<file path="src/rtl/mc_pkg.sv">
// Shared encodings for the multi-cycle MIPS controller: FSM states, instruction
// classes, control-field codes and the opcode/funct values it recognises.
package mc_pkg;

    typedef enum logic [3:0] {
        S_FETCH  = 4'd0,
        S_DECODE = 4'd1,
        S_MADDR  = 4'd2,
        S_MRD    = 4'd3,
        S_MWB    = 4'd4,
        S_MWR    = 4'd5,
        S_EXE    = 4'd6,
        S_AWB    = 4'd7,
        S_BR     = 4'd8,
        S_JMP    = 4'd9,
        S_MDU    = 4'd10
    } state_e;

    typedef enum logic [2:0] {
        CL_ILL   = 3'd0,
        CL_LOAD  = 3'd1,
        CL_STORE = 3'd2,
        CL_ALU   = 3'd3,
        CL_BR    = 3'd4,
        CL_JMP   = 3'd5,
        CL_MDU   = 3'd6
    } icls_e;

    localparam logic [2:0] ALU_ADD  = 3'd0;
    localparam logic [2:0] ALU_SUB  = 3'd1;
    localparam logic [2:0] ALU_OR   = 3'd2;
    localparam logic [2:0] ALU_SLT  = 3'd3;
    localparam logic [2:0] ALU_ADDV = 3'd4;
    localparam logic [2:0] ALU_AND  = 3'd5;

    localparam logic [1:0] GPR_RT  = 2'b00;
    localparam logic [1:0] GPR_RD  = 2'b01;
    localparam logic [1:0] GPR_RA  = 2'b10;
    localparam logic [1:0] GPR_R30 = 2'b11;

    localparam logic [1:0] WD_ALU = 2'b00;
    localparam logic [1:0] WD_DM  = 2'b01;
    localparam logic [1:0] WD_PC4 = 2'b10;
    localparam logic [1:0] WD_ONE = 2'b11;

    localparam logic [1:0] EXT_ZERO = 2'b00;
    localparam logic [1:0] EXT_SIGN = 2'b01;
    localparam logic [1:0] EXT_LUI  = 2'b10;

    localparam logic [1:0] NPC_PC4 = 2'b00;
    localparam logic [1:0] NPC_BR  = 2'b01;
    localparam logic [1:0] NPC_J   = 2'b10;
    localparam logic [1:0] NPC_JR  = 2'b11;

    localparam logic [1:0] BS_WORD = 2'b00;
    localparam logic [1:0] BS_HALF = 2'b01;
    localparam logic [1:0] BS_BYTE = 2'b10;

    localparam logic [5:0] OP_RTYPE = 6'h00;
    localparam logic [5:0] OP_J     = 6'h02;
    localparam logic [5:0] OP_JAL   = 6'h03;
    localparam logic [5:0] OP_BEQ   = 6'h04;
    localparam logic [5:0] OP_BNE   = 6'h05;
    localparam logic [5:0] OP_ADDI  = 6'h08;
    localparam logic [5:0] OP_ADDIU = 6'h09;
    localparam logic [5:0] OP_ORI   = 6'h0d;
    localparam logic [5:0] OP_LUI   = 6'h0f;
    localparam logic [5:0] OP_LB    = 6'h20;
    localparam logic [5:0] OP_LH    = 6'h21;
    localparam logic [5:0] OP_LW    = 6'h23;
    localparam logic [5:0] OP_LBU   = 6'h24;
    localparam logic [5:0] OP_LHU   = 6'h25;
    localparam logic [5:0] OP_SB    = 6'h28;
    localparam logic [5:0] OP_SH    = 6'h29;
    localparam logic [5:0] OP_SW    = 6'h2b;

    localparam logic [5:0] FN_JR    = 6'h08;
    localparam logic [5:0] FN_JALR  = 6'h09;
    localparam logic [5:0] FN_MFHI  = 6'h10;
    localparam logic [5:0] FN_MFLO  = 6'h12;
    localparam logic [5:0] FN_MULT  = 6'h18;
    localparam logic [5:0] FN_MULTU = 6'h19;
    localparam logic [5:0] FN_DIV   = 6'h1a;
    localparam logic [5:0] FN_DIVU  = 6'h1b;
    localparam logic [5:0] FN_ADDU  = 6'h21;
    localparam logic [5:0] FN_SUBU  = 6'h23;
    localparam logic [5:0] FN_AND   = 6'h24;
    localparam logic [5:0] FN_OR    = 6'h25;
    localparam logic [5:0] FN_SLT   = 6'h2a;

    // States that wait on mem_ready and run the timeout counter.
    function automatic logic is_wait_state(input state_e s);
        return (s == S_FETCH) || (s == S_MRD) || (s == S_MWR);
    endfunction

endpackage

</file>
<file path="src/rtl/mc_decode.sv">
// Combinational instruction decode: classifies opcode/funct and produces the
// datapath select fields. MC_CTRL_MDU_EN adds the multiply/divide encodings.
module mc_decode
    import mc_pkg::*;
(
    input  logic [5:0] opcode_i,
    input  logic [5:0] funct_i,
    input  logic       overflow_i,
    output icls_e      cls_o,
    output logic       is_bne_o,
    output logic       link_o,
    output logic [2:0] aluop_o,
    output logic [1:0] extop_o,
    output logic       bsel_o,
    output logic [1:0] gprsel_o,
    output logic [1:0] wdsel_o,
    output logic [1:0] bytesel_o,
    output logic       ldsign_o,
    output logic [1:0] npcop_o
);

    // Opcode/funct table; anything not listed falls through as illegal.
    always_comb begin
        cls_o     = CL_ILL;
        is_bne_o  = 1'b0;
        link_o    = 1'b0;
        aluop_o   = ALU_ADD;
        extop_o   = EXT_ZERO;
        bsel_o    = 1'b0;
        gprsel_o  = GPR_RT;
        wdsel_o   = WD_ALU;
        bytesel_o = BS_WORD;
        ldsign_o  = 1'b0;
        npcop_o   = NPC_PC4;
        case (opcode_i)
            OP_RTYPE: begin
                gprsel_o = GPR_RD;
                case (funct_i)
                    FN_ADDU: begin cls_o = CL_ALU; aluop_o = ALU_ADD; end
                    FN_SUBU: begin cls_o = CL_ALU; aluop_o = ALU_SUB; end
                    FN_AND:  begin cls_o = CL_ALU; aluop_o = ALU_AND; end
                    FN_OR:   begin cls_o = CL_ALU; aluop_o = ALU_OR;  end
                    FN_SLT:  begin cls_o = CL_ALU; aluop_o = ALU_SLT; end
                    FN_JR:   begin cls_o = CL_JMP; npcop_o = NPC_JR;  end
                    FN_JALR: begin
                        cls_o   = CL_JMP;
                        npcop_o = NPC_JR;
                        link_o  = 1'b1;
                        wdsel_o = WD_PC4;
                    end
`ifdef MC_CTRL_MDU_EN
                    FN_MULT, FN_MULTU, FN_DIV, FN_DIVU: cls_o = CL_MDU;
                    FN_MFHI, FN_MFLO:                   cls_o = CL_ALU;
`endif
                    default: cls_o = CL_ILL;
                endcase
            end
            OP_ADDI: begin
                cls_o   = CL_ALU;
                aluop_o = ALU_ADDV;
                extop_o = EXT_SIGN;
                bsel_o  = 1'b1;
                // Overflowing addi leaves rt alone and flags $30 instead.
                gprsel_o = overflow_i ? GPR_R30 : GPR_RT;
                wdsel_o  = overflow_i ? WD_ONE : WD_ALU;
            end
            OP_ADDIU: begin cls_o = CL_ALU; extop_o = EXT_SIGN; bsel_o = 1'b1; end
            OP_ORI:   begin cls_o = CL_ALU; aluop_o = ALU_OR; bsel_o = 1'b1; end
            OP_LUI:   begin cls_o = CL_ALU; extop_o = EXT_LUI; bsel_o = 1'b1; end
            OP_LW, OP_LH, OP_LHU, OP_LB, OP_LBU: begin
                cls_o     = CL_LOAD;
                extop_o   = EXT_SIGN;
                bsel_o    = 1'b1;
                wdsel_o   = WD_DM;
                bytesel_o = (opcode_i == OP_LW) ? BS_WORD :
                            ((opcode_i == OP_LH) || (opcode_i == OP_LHU)) ? BS_HALF : BS_BYTE;
                ldsign_o  = (opcode_i == OP_LH) || (opcode_i == OP_LB);
            end
            OP_SW, OP_SH, OP_SB: begin
                cls_o     = CL_STORE;
                extop_o   = EXT_SIGN;
                bsel_o    = 1'b1;
                bytesel_o = (opcode_i == OP_SW) ? BS_WORD :
                            (opcode_i == OP_SH) ? BS_HALF : BS_BYTE;
            end
            OP_BEQ, OP_BNE: begin
                cls_o    = CL_BR;
                aluop_o  = ALU_SUB;
                extop_o  = EXT_SIGN;
                npcop_o  = NPC_BR;
                is_bne_o = (opcode_i == OP_BNE);
            end
            OP_J:   begin cls_o = CL_JMP; npcop_o = NPC_J; end
            OP_JAL: begin
                cls_o    = CL_JMP;
                npcop_o  = NPC_J;
                link_o   = 1'b1;
                gprsel_o = GPR_RA;
                wdsel_o  = WD_PC4;
            end
            default: cls_o = CL_ILL;
        endcase
    end

endmodule

</file>
<file path="src/rtl/mc_ctrl_hs.sv">
// Multi-cycle MIPS control FSM with mem_ready handshake and wait-state timeout.
// Define MC_CTRL_MDU_EN to add the MDU state and the mdu_start/mdu_busy ports.
module mc_ctrl_hs
    import mc_pkg::*;
#(
    parameter int ALUOP_W = 4,
    parameter int MEM_TO  = 16
) (
    input  logic               clk,
    input  logic               rst,
    input  logic [5:0]         opcode,
    input  logic [5:0]         funct,
    input  logic               zero,
    input  logic               overflow,
    input  logic               mem_ready,
    output logic [ALUOP_W-1:0] aluop,
    output logic [1:0]         gprsel,
    output logic [1:0]         wdsel,
    output logic [1:0]         extop,
    output logic [1:0]         npcop,
    output logic               bsel,
    output logic               gprwr,
    output logic               pcwr,
    output logic               irwr,
    output logic               imrd,
    output logic               dmrd,
    output logic               dmwr,
    output logic [1:0]         bytesel,
    output logic               ldsign,
    output logic               illegal,
    output logic               bus_err,
    output logic [3:0]         state_o
`ifdef MC_CTRL_MDU_EN
    ,
    input  logic               mdu_busy,
    output logic               mdu_start
`endif
);

    localparam int CNT_W = $clog2(MEM_TO + 1);
    localparam logic [CNT_W-1:0] CNT_ONE = CNT_W'(1);
    localparam logic [CNT_W-1:0] TO_LAST = CNT_W'(MEM_TO - 1);

    state_e           state_q;
    logic [CNT_W-1:0] cnt_q;
    icls_e            cls_s;
    logic             is_bne_s;
    logic             link_s;
    logic [2:0]       aluop_s;
    logic [1:0]       npcop_s;
    logic             timeout_s;

    mc_decode u_decode (
        .opcode_i   (opcode),
        .funct_i    (funct),
        .overflow_i (overflow),
        .cls_o      (cls_s),
        .is_bne_o   (is_bne_s),
        .link_o     (link_s),
        .aluop_o    (aluop_s),
        .extop_o    (extop),
        .bsel_o     (bsel),
        .gprsel_o   (gprsel),
        .wdsel_o    (wdsel),
        .bytesel_o  (bytesel),
        .ldsign_o   (ldsign),
        .npcop_o    (npcop_s)
    );

    // mem_ready on the last allowed cycle wins over the timeout.
    assign timeout_s = is_wait_state(state_q) && !mem_ready && (cnt_q == TO_LAST);

    // State register and wait counter; the counter restarts on every transition.
    always_ff @(posedge clk or posedge rst) begin
        if (rst) begin
            state_q <= S_FETCH;
            cnt_q   <= {CNT_W{1'b0}};
        end else begin
            cnt_q <= {CNT_W{1'b0}};
            case (state_q)
                S_FETCH: begin
                    if (mem_ready)      state_q <= S_DECODE;
                    else if (timeout_s) state_q <= S_FETCH;
                    else                cnt_q   <= cnt_q + CNT_ONE;
                end
                S_DECODE: begin
                    case (cls_s)
                        CL_LOAD, CL_STORE: state_q <= S_MADDR;
                        CL_ALU:            state_q <= S_EXE;
                        CL_BR:             state_q <= S_BR;
                        CL_JMP:            state_q <= S_JMP;
`ifdef MC_CTRL_MDU_EN
                        CL_MDU:            state_q <= S_MDU;
`endif
                        default:           state_q <= S_FETCH;
                    endcase
                end
                S_MADDR: state_q <= (cls_s == CL_STORE) ? S_MWR : S_MRD;
                S_MRD: begin
                    if (mem_ready)      state_q <= S_MWB;
                    else if (timeout_s) state_q <= S_FETCH;
                    else                cnt_q   <= cnt_q + CNT_ONE;
                end
                S_MWR: begin
                    if (mem_ready || timeout_s) state_q <= S_FETCH;
                    else                        cnt_q   <= cnt_q + CNT_ONE;
                end
                S_EXE: state_q <= S_AWB;
`ifdef MC_CTRL_MDU_EN
                S_MDU: state_q <= mdu_busy ? S_MDU : S_FETCH;
`endif
                default: state_q <= S_FETCH;
            endcase
        end
    end

    // Write/request strobes decoded from state, held low while rst is asserted.
    always_comb begin
        imrd    = !rst && (state_q == S_FETCH);
        irwr    = !rst && (state_q == S_FETCH) && mem_ready;
        pcwr    = !rst && (((state_q == S_FETCH) && mem_ready) ||
                           ((state_q == S_BR) && (zero ^ is_bne_s)) ||
                           (state_q == S_JMP));
        gprwr   = !rst && ((state_q == S_MWB) || (state_q == S_AWB) ||
                           ((state_q == S_JMP) && link_s));
        dmrd    = !rst && (state_q == S_MRD);
        dmwr    = !rst && (state_q == S_MWR);
        illegal = !rst && (state_q == S_DECODE) && (cls_s == CL_ILL);
        bus_err = !rst && timeout_s;
`ifdef MC_CTRL_MDU_EN
        mdu_start = !rst && (state_q == S_DECODE) && (cls_s == CL_MDU);
`endif
    end

    // Instruction fetch always advances sequentially, whatever the stale IR says.
    assign npcop   = (state_q == S_FETCH) ? NPC_PC4 : npcop_s;
    assign aluop   = {{(ALUOP_W-3){1'b0}}, aluop_s};
    assign state_o = state_q;

endmodule
</file>
<file path="config.mk">
export PLATFORM = sky130hd
export DESIGN_NAME = mc_ctrl_hs
export DESIGN_NICKNAME = d
export VERILOG_FILES = /design/src/rtl/mc_pkg.sv /design/src/rtl/mc_decode.sv /design/src/rtl/mc_ctrl_hs.sv
export SDC_FILE = /design/constraint.sdc
export NUM_CORES = 1
export LEC_CHECK = 0
export ABC_AREA = 1
export CAP_MARGIN = 20
export CORE_ASPECT_RATIO = 1.2
export CORE_MARGIN = 3
export CORE_UTILIZATION = 28
export DETAILED_ROUTE_END_ITERATION = 12
export SYNTH_ARGS = -nofsm -noshare
export SYNTH_HDL_FRONTEND = slang
export SYNTH_SLANG_ARGS = --single-unit
</file>
<file path="constraint.sdc">
create_clock -name clk -period 2.64 [get_ports clk]
set_input_delay 0.528 -clock clk [delete_from_list [all_inputs] [get_ports clk]]
set_output_delay 0.528 -clock clk [all_outputs]
set_load 0.03 [all_outputs]
</file>
==> results of run 1 <==
==> cell type report <==
class | count | area share, %
tap | 52 | 3.807
sequential | 9 | 13.18
timing repair buffer | 58 | 30.31
clock buffer | 4 | 2.635
multi-input combinational | 133 | 42.68
inverter | 33 | 7.394
==> kinds of logic after synthesis <==
| kind of cell | count (synthesis) |
|---|---|
| AOI/OAI and AO/OA | 16 |
| xor gates and xnor gates | 2 |
| adders and majority gates | 2 |
| buffers and inverters | 36 |
| DFF | 9 |
| other | 1 |
| and+or+nand+nor | 112 |
==> worst max-delay path by stage <==
stage | end | slack [ns] | from | depth (start not counted)
floorplan | wdsel[1] | 0.42 | opcode[4] | 4
CTS | npcop[1] | 0.03 | opcode[4] | 8
global placement | npcop[1] | 0.05 | opcode[4] | 8
global route | npcop[0] | 0.04 | funct[3] | 9
detailed placement | npcop[1] | 0.04 | opcode[4] | 8
finish | npcop[0] | 0.16 | funct[3] | 9
==> flip-flops by register name, indices dropped and copies added (netlist names) <==
name / flops
state_o: 4
cnt_q: 5
==> synthesized netlist by cell type <==
cell type | n | area [µm²]
nand2_1 | 33 | 123.9
inv_1 | 30 | 112.6
nor2_1 | 29 | 108.9
nand3_1 | 21 | 105.1
dfrtp_1 | 9 | 225.2
nand4_1 | 7 | 43.79
nor2_2 | 6 | 37.54
a21oi_1 | 4 | 20.02
nor2_4 | 4 | 45.04
o21ai_0 | 4 | 20.02
nor4_1 | 3 | 18.77
a21oi_2 | 2 | 17.52
ha_1 | 2 | 25.02
inv_2 | 2 | 7.510
nand3_2 | 2 | 20.02
nor3_1 | 2 | 10.01
o21ai_1 | 2 | 10.01
a21boi_0 | 1 | 7.510
and3_1 | 1 | 6.260
buf_4 | 1 | 7.510
buf_6 | 1 | 11.26
clkbuf_1 | 1 | 3.750
conb_1 | 1 | 3.750
inv_4 | 1 | 6.260
nand2_4 | 1 | 11.26
nand3_4 | 1 | 17.52
nor2_8 | 1 | 20.02
o211ai_1 | 1 | 7.510
o21ai_2 | 1 | 8.760
o31a_1 | 1 | 8.760
or2_2 | 1 | 6.260
xnor2_1 | 1 | 8.760
xor2_1 | 1 | 8.760
==> routing by layer <==
| layer | global-route usage [%] | wire length (µm) | vias to the layer above |
|---|---|---|---|
| met3 | 3.021 | 117 | 0 |
| met2 | 24.74 | 1460 | 28 |
| met5 | 0 | 0 | - |
| met1 | 14.65 | 1296 | 558 |
| met4 | 2.206 | 0 | 0 |
| li1 | - | - | 687 |
==> cells in the final DEF, fill, tap and decap left out, drive strengths merged <==
master	Yosys	routed
a21boi	1	1
a21oi	6	6
and3	1	1
buf	2	33
clkbuf	1	4
clkdlybuf4s50	0	17
conb	1	1
dfrtp	9	9
dlymetal6s2s	0	8
ha	2	2
inv	33	33
nand2	34	34
nand3	24	24
nand4	7	7
nor2	40	40
nor3	2	2
nor4	3	3
o211ai	1	1
o21ai	7	7
o31a	1	1
or2	1	1
xnor2	1	1
xor2	1	1
==> metrics by stage <==
| step | power (mW) | setup WS, ns | hold slack, ns | cell area, µm² | instances |
|---|---|---|---|---|---|
| after floorplan | 0.5174 | 0.4194 | 0.4329 | 1095 | 178 |
| after detailed placement | 0.7003 | 0.03772 | 0.4608 | 1635 | 285 |
| final | 0.8466 | 0.1555 | 0.4635 | 1709 | 289 |
| after global routing | 0.9174 | 0.03621 | 0.4897 | 1709 | 289 |
| after CTS | 0.8550 | 0.03330 | 0.4660 | 1680 | 289 |
| after global placement | 0.7014 | 0.04746 | 0.4559 | 1635 | 285 |
==> power by group <==
| group | internal [mW] | switching (mW) |
|---|---|---|
| combinational | 0.179 | 0.311 |
| clock | 0.105 | 0.0466 |
| sequential | 0.171 | 0.0339 |
==> worst max-delay path, delay by kind of cell <==
| family | cells | cell delay (ns) |
|---|---|---|
| simple gates | 3 | 0.31 |
| buf+inv | 5 | 0.98 |
| compound gates | 1 | 0.12 |
==> results.py, run 1 <==
metrics = {
    "setup_path": {
        "r2r-start": "cnt_q[0]$_DFF_PP0_",
        "crit_path_max_fanout": 3,
        "worst_setup_path_end_kind": "output port",
        "crit_chain": "clkdlybuf4s50_1 -> inv_1 -> nor2_1 -> inv_1 -> nor2_8 -> nand2_4 -> buf_4 -> a21oi_1 -> buf_4",
        "max_stage_delay_ns": 0.50,
        "worst-r2r-cell-count": 7,
        "critical_path_arrival_ns": 1.96,
        "r2r_end": "state_o[1]$_DFFE_PP0P_",
        "r2r_setup_slack_ns": 1.11,
        "path_class": "in2out",
        "startpoint_type": "primary input",
        "crit_slowest_cell": "clkdlybuf4s50_1",
        "required_ns": 2.11,
    },
    "route": {
        "viasPerCell": 4.405,
        "num_vias": 1273,
        "wl_um": 2874,
        "drc": 0,
        "drt_iter0_drc": 46,
        "drt-pass1-iter-count": 4,
        "final_antenna_net_count": 0,
        "drt-wirelength-per-cell_um": 9.945,
    },
    "logic_synthesis": {
        "synth_compound_area_share_pct": 9.143,
        "yosysSeqAreaShare_pct": 20.57,
        "synthSimpleGateAreaFrac_pct": 52.46,
        "syn_area_um2": 1095,
        "ys_seq_elements": 9,
        "muxShareOfSynthArea_pct": 0,
        "synth_xor_area_share_pct": 1.600,
        "netlist_instances": 178,
        "synthAdderAreaFrac_pct": 2.286,
        "syn_nets": 197,
        "synth_cell_type_count": 33,
        "avgSynthCellArea_um2": 6.151,
        "synth_warnings": 0,
        "synth_top_family_by_area": "simple AND/OR/NAND/NOR gates",
    },
    "grt": {
        "grt_antenna_before_repair": 0,
        "first_global_vias": 1212,
        "grt_overflow_total": 0,
        "grt_usage_pct": 12.86,
        "grt_max_degree": 11,
        "grt_pass1_wl_um": 4947,
    },
    "cts": {
        "clkSinkCount": 9,
        "clk_path_buf_depth": 2,
        "tritoncts": "done",
        "clk_latency_ns": 0.22,
        "clkTransAtPathRegs_ns": 0.04,
        "postCtsSetupBuffers": 0,
        "postCtsHoldBufs": 0,
        "cts_buffers": 3,
        "cts.repair.resized": 0,
        "cts_root_buf": "clkbuf_8",
        "htree_levels": 1,
    },
    "power": {
        "peakVddDrop_mv": 0.1671,
        "power.density_nw_per_um2": 495.3,
        "leakagePower_nw": 1.009,
    },
    "cells_and_area": {
        "area_growth_pct": 56.11,
        "register_area_um2": 225.2,
        "nets": 257,
        "drive_gt1_share_pct": 24.89,
        "multi_input_area_um2": 729.5,
        "finish.utilization_pct": 46.27,
        "diodes": 0,
        "n_fill_cell": 407,
    },
    "outcome": {
        "status": "complete, no violations",
    },
    "sta": {
        "finalSetupViolCount": 0,
        "fmax_ghz": 0.4025,
        "finalCritPeriodShare_pct": 94.11,
        "finalSetupTns_ns": 0,
        "rsz0062_at_grt": "no",
        "finalHoldViolCount": 0,
        "slew_viol_final": 0,
        "min_period_ns": 2.485,
        "finClkSkew_ns": 0.001164,
    },
    "die": {
        "row_count": 24,
        "coreArea_um2": 3694,
        "fp.dieH_um": 74.50,
        "io_pins": 45,
        "die_w_um": 63.08,
        "initial_core_util_pct": 29.64,
        "dieArea_um2": 4699,
    },
    "min_path": {
        "hold_depth": 1,
        "min_path_type": "reg2reg",
        "holdPathEnd": "cnt_q[0]$_DFF_PP0_",
        "min_from": "cnt_q[0]$_DFF_PP0_",
    },
    "place": {
        "gp_congestion": 0.7883,
        "io_buffers": 43,
        "dp.final_hpwl_um": 2536,
    },
    "run": {
        "cap_violations": 0,
    },
}
(Power assumes the default switching activity.)
==> run 2: changes to the inputs <==
MAX_ROUTING_LAYER = met4   (was unset)
==> results.py, run 2 (synthesized netlist as in run 1, its figures left out) <==
metrics = {
    "outcome": {
        "status": "complete, no violations",
    },
    "route": {
        "drt-pass1-iter-count": 4,
        "drt_iter0_drc": 46,
        "final_antenna_net_count": 0,
        "num_vias": 1273,
        "drt-wirelength-per-cell_um": 9.945,
        "viasPerCell": 4.405,
        "drc": 0,
        "wl_um": 2874,
    },
    "sta": {
        "finalHoldViolCount": 0,
        "slew_viol_final": 0,
        "finalSetupTns_ns": 0,
        "rsz0062_at_grt": "no",
        "finClkSkew_ns": 0.001164,
        "finalSetupViolCount": 0,
        "min_period_ns": 2.486,
        "setup_ws_ns": 0.1542,
        "fmax_ghz": 0.4023,
        "finalCritPeriodShare_pct": 94.16,
    },
    "grt": {
        "grtUsageMet1_pct": 14.84,
        "grt_busiest_layer": "met2",
        "grt_max_degree": 11,
        "grt_usage_pct": 13.27,
        "grt_util_met2_pct": 24.74,
        "grt_overflow_total": 0,
        "grt_pass1_wl_um": 4947,
        "first_global_vias": 1212,
        "grtUsageMet3_pct": 2.719,
        "grt_antenna_before_repair": 0,
    },
    "cells_and_area": {
        "nets": 257,
        "diodes": 0,
        "final_cell_mix": "33 x nand2_1, 33 x buf_4, 30 x inv_1",
        "largest_reg_flops": 5,
        "finish.utilization_pct": 46.27,
        "drive_gt1_share_pct": 24.89,
        "area_growth_pct": 56.11,
        "largest-register": "cnt_q",
    },
    "cts": {
        "clk_latency_ns": 0.22,
        "tritoncts": "done",
        "clk_path_buf_depth": 2,
        "cts.repair.resized": 0,
        "htree_levels": 1,
        "cts_buffers": 3,
        "postCtsSetupBuffers": 0,
        "clkTransAtPathRegs_ns": 0.04,
        "clkSinkCount": 9,
        "cts_root_buf": "clkbuf_8",
        "postCtsHoldBufs": 0,
    },
    "setup_path": {
        "crit_path_max_fanout": 3,
        "cp.depth": 9,
        "path_buf_inv": 5,
        "max_stage_delay_ns": 0.50,
        "crit_slowest_cell": "clkdlybuf4s50_1",
        "startpoint_type": "primary input",
        "critical_path_arrival_ns": 1.96,
        "critPathTopFamily": "buffers and inverters",
        "worst-r2r-cell-count": 7,
        "worst_setup_path_end_kind": "output port",
        "required_ns": 2.11,
        "crit_chain": "clkdlybuf4s50_1 -> inv_1 -> nor2_1 -> inv_1 -> nor2_8 -> nand2_4 -> buf_4 -> a21oi_1 -> buf_4",
        "path_class": "in2out",
    },
    "power": {
        "power.density_nw_per_um2": 495.4,
        "peakVddDrop_mv": 0.1671,
        "leakagePower_nw": 1.009,
    },
    "die": {
        "io_pins": 45,
        "dieArea_um2": 4699,
        "die_w_um": 63.08,
        "fp.dieH_um": 74.50,
        "row_count": 24,
        "coreArea_um2": 3694,
        "initial_core_util_pct": 29.64,
    },
    "place": {
        "gp_congestion": 0.7994,
        "post-place-ws_ns": 0.03772,
        "dp.final_hpwl_um": 2536,
        "io_buffers": 43,
    },
    "min_path": {
        "min_path_type": "reg2reg",
        "hold_depth": 1,
    },
    "run": {
        "cap_violations": 0,
    },
}
-- run 2: layer usage --
| metal | vias up | share of wire [%] |
|---|---|---|
| met4 | 0 | 0 |
| met5 | - | 0 |
| met1 | 558 | 46 |
| met2 | 28 | 51 |
| li1 | 687 | - |
| met3 | 0 | 3.6 |
-- run 2: layout make-up --
| class | count | area (µm²) |
|---|---|---|
| sequential | 9 | 225.2 |
| clock buffer | 4 | 45.04 |
| inverter | 33 | 126.4 |
| fill | 407 | 1984 |
| tap | 52 | 65.06 |
| multi-input combinational | 133 | 729.5 |
| timing repair buffer | 58 | 518.0 |
-- run 2: worst register-to-register path: cells and delay by family (launching register included) --
| kind | cells | cell delay (ns) |
|---|---|---|
| buffers and inverters | 1 | 0.06 |
| and+or+nand+nor | 2 | 0.22 |
| AOI/OAI and AO/OA | 2 | 0.43 |
| DFF | 1 | 0.37 |
| adders and majority gates | 2 | 0.35 |
-- run 2: where the power goes --
group	switching, mW	internal [mW]	total (mW)	leakage [nW]
Sequential	0.0339	0.171	0.205	0.122
Combinational	0.311	0.179	0.490	0.865
Clock	0.0466	0.105	0.151	0.0228
Total	0.392	0.455	0.847	1.01
-- run 2: worst paths after layout --
check	from	to	slack (ns)
min in group asynchronous	rst	state_o[1]$_DFFE_PP0P_	0.86
max in group asynchronous	rst	cnt_q[1]$_DFF_PP0_	1.65
hold / removal	cnt_q[0]$_DFF_PP0_	cnt_q[0]$_DFF_PP0_	0.46
setup reg to reg	cnt_q[0]$_DFF_PP0_	state_o[1]$_DFFE_PP0P_	1.11
setup / recovery	funct[3]	npcop[0]	0.15
hold reg to reg	cnt_q[0]$_DFF_PP0_	cnt_q[0]$_DFF_PP0_	0.46
-- run 2: per-stage QoR --
step	total power [mW]	hold WS, ns	instance area (µm²)	instances
after floorplan	0.5174	0.4329	1095	178
after global routing	0.9174	0.4897	1709	289
final	0.8466	0.4635	1709	289
after CTS	0.8550	0.4660	1680	289
after detailed placement	0.7003	0.4608	1635	285
after global placement	0.7014	0.4559	1635	285
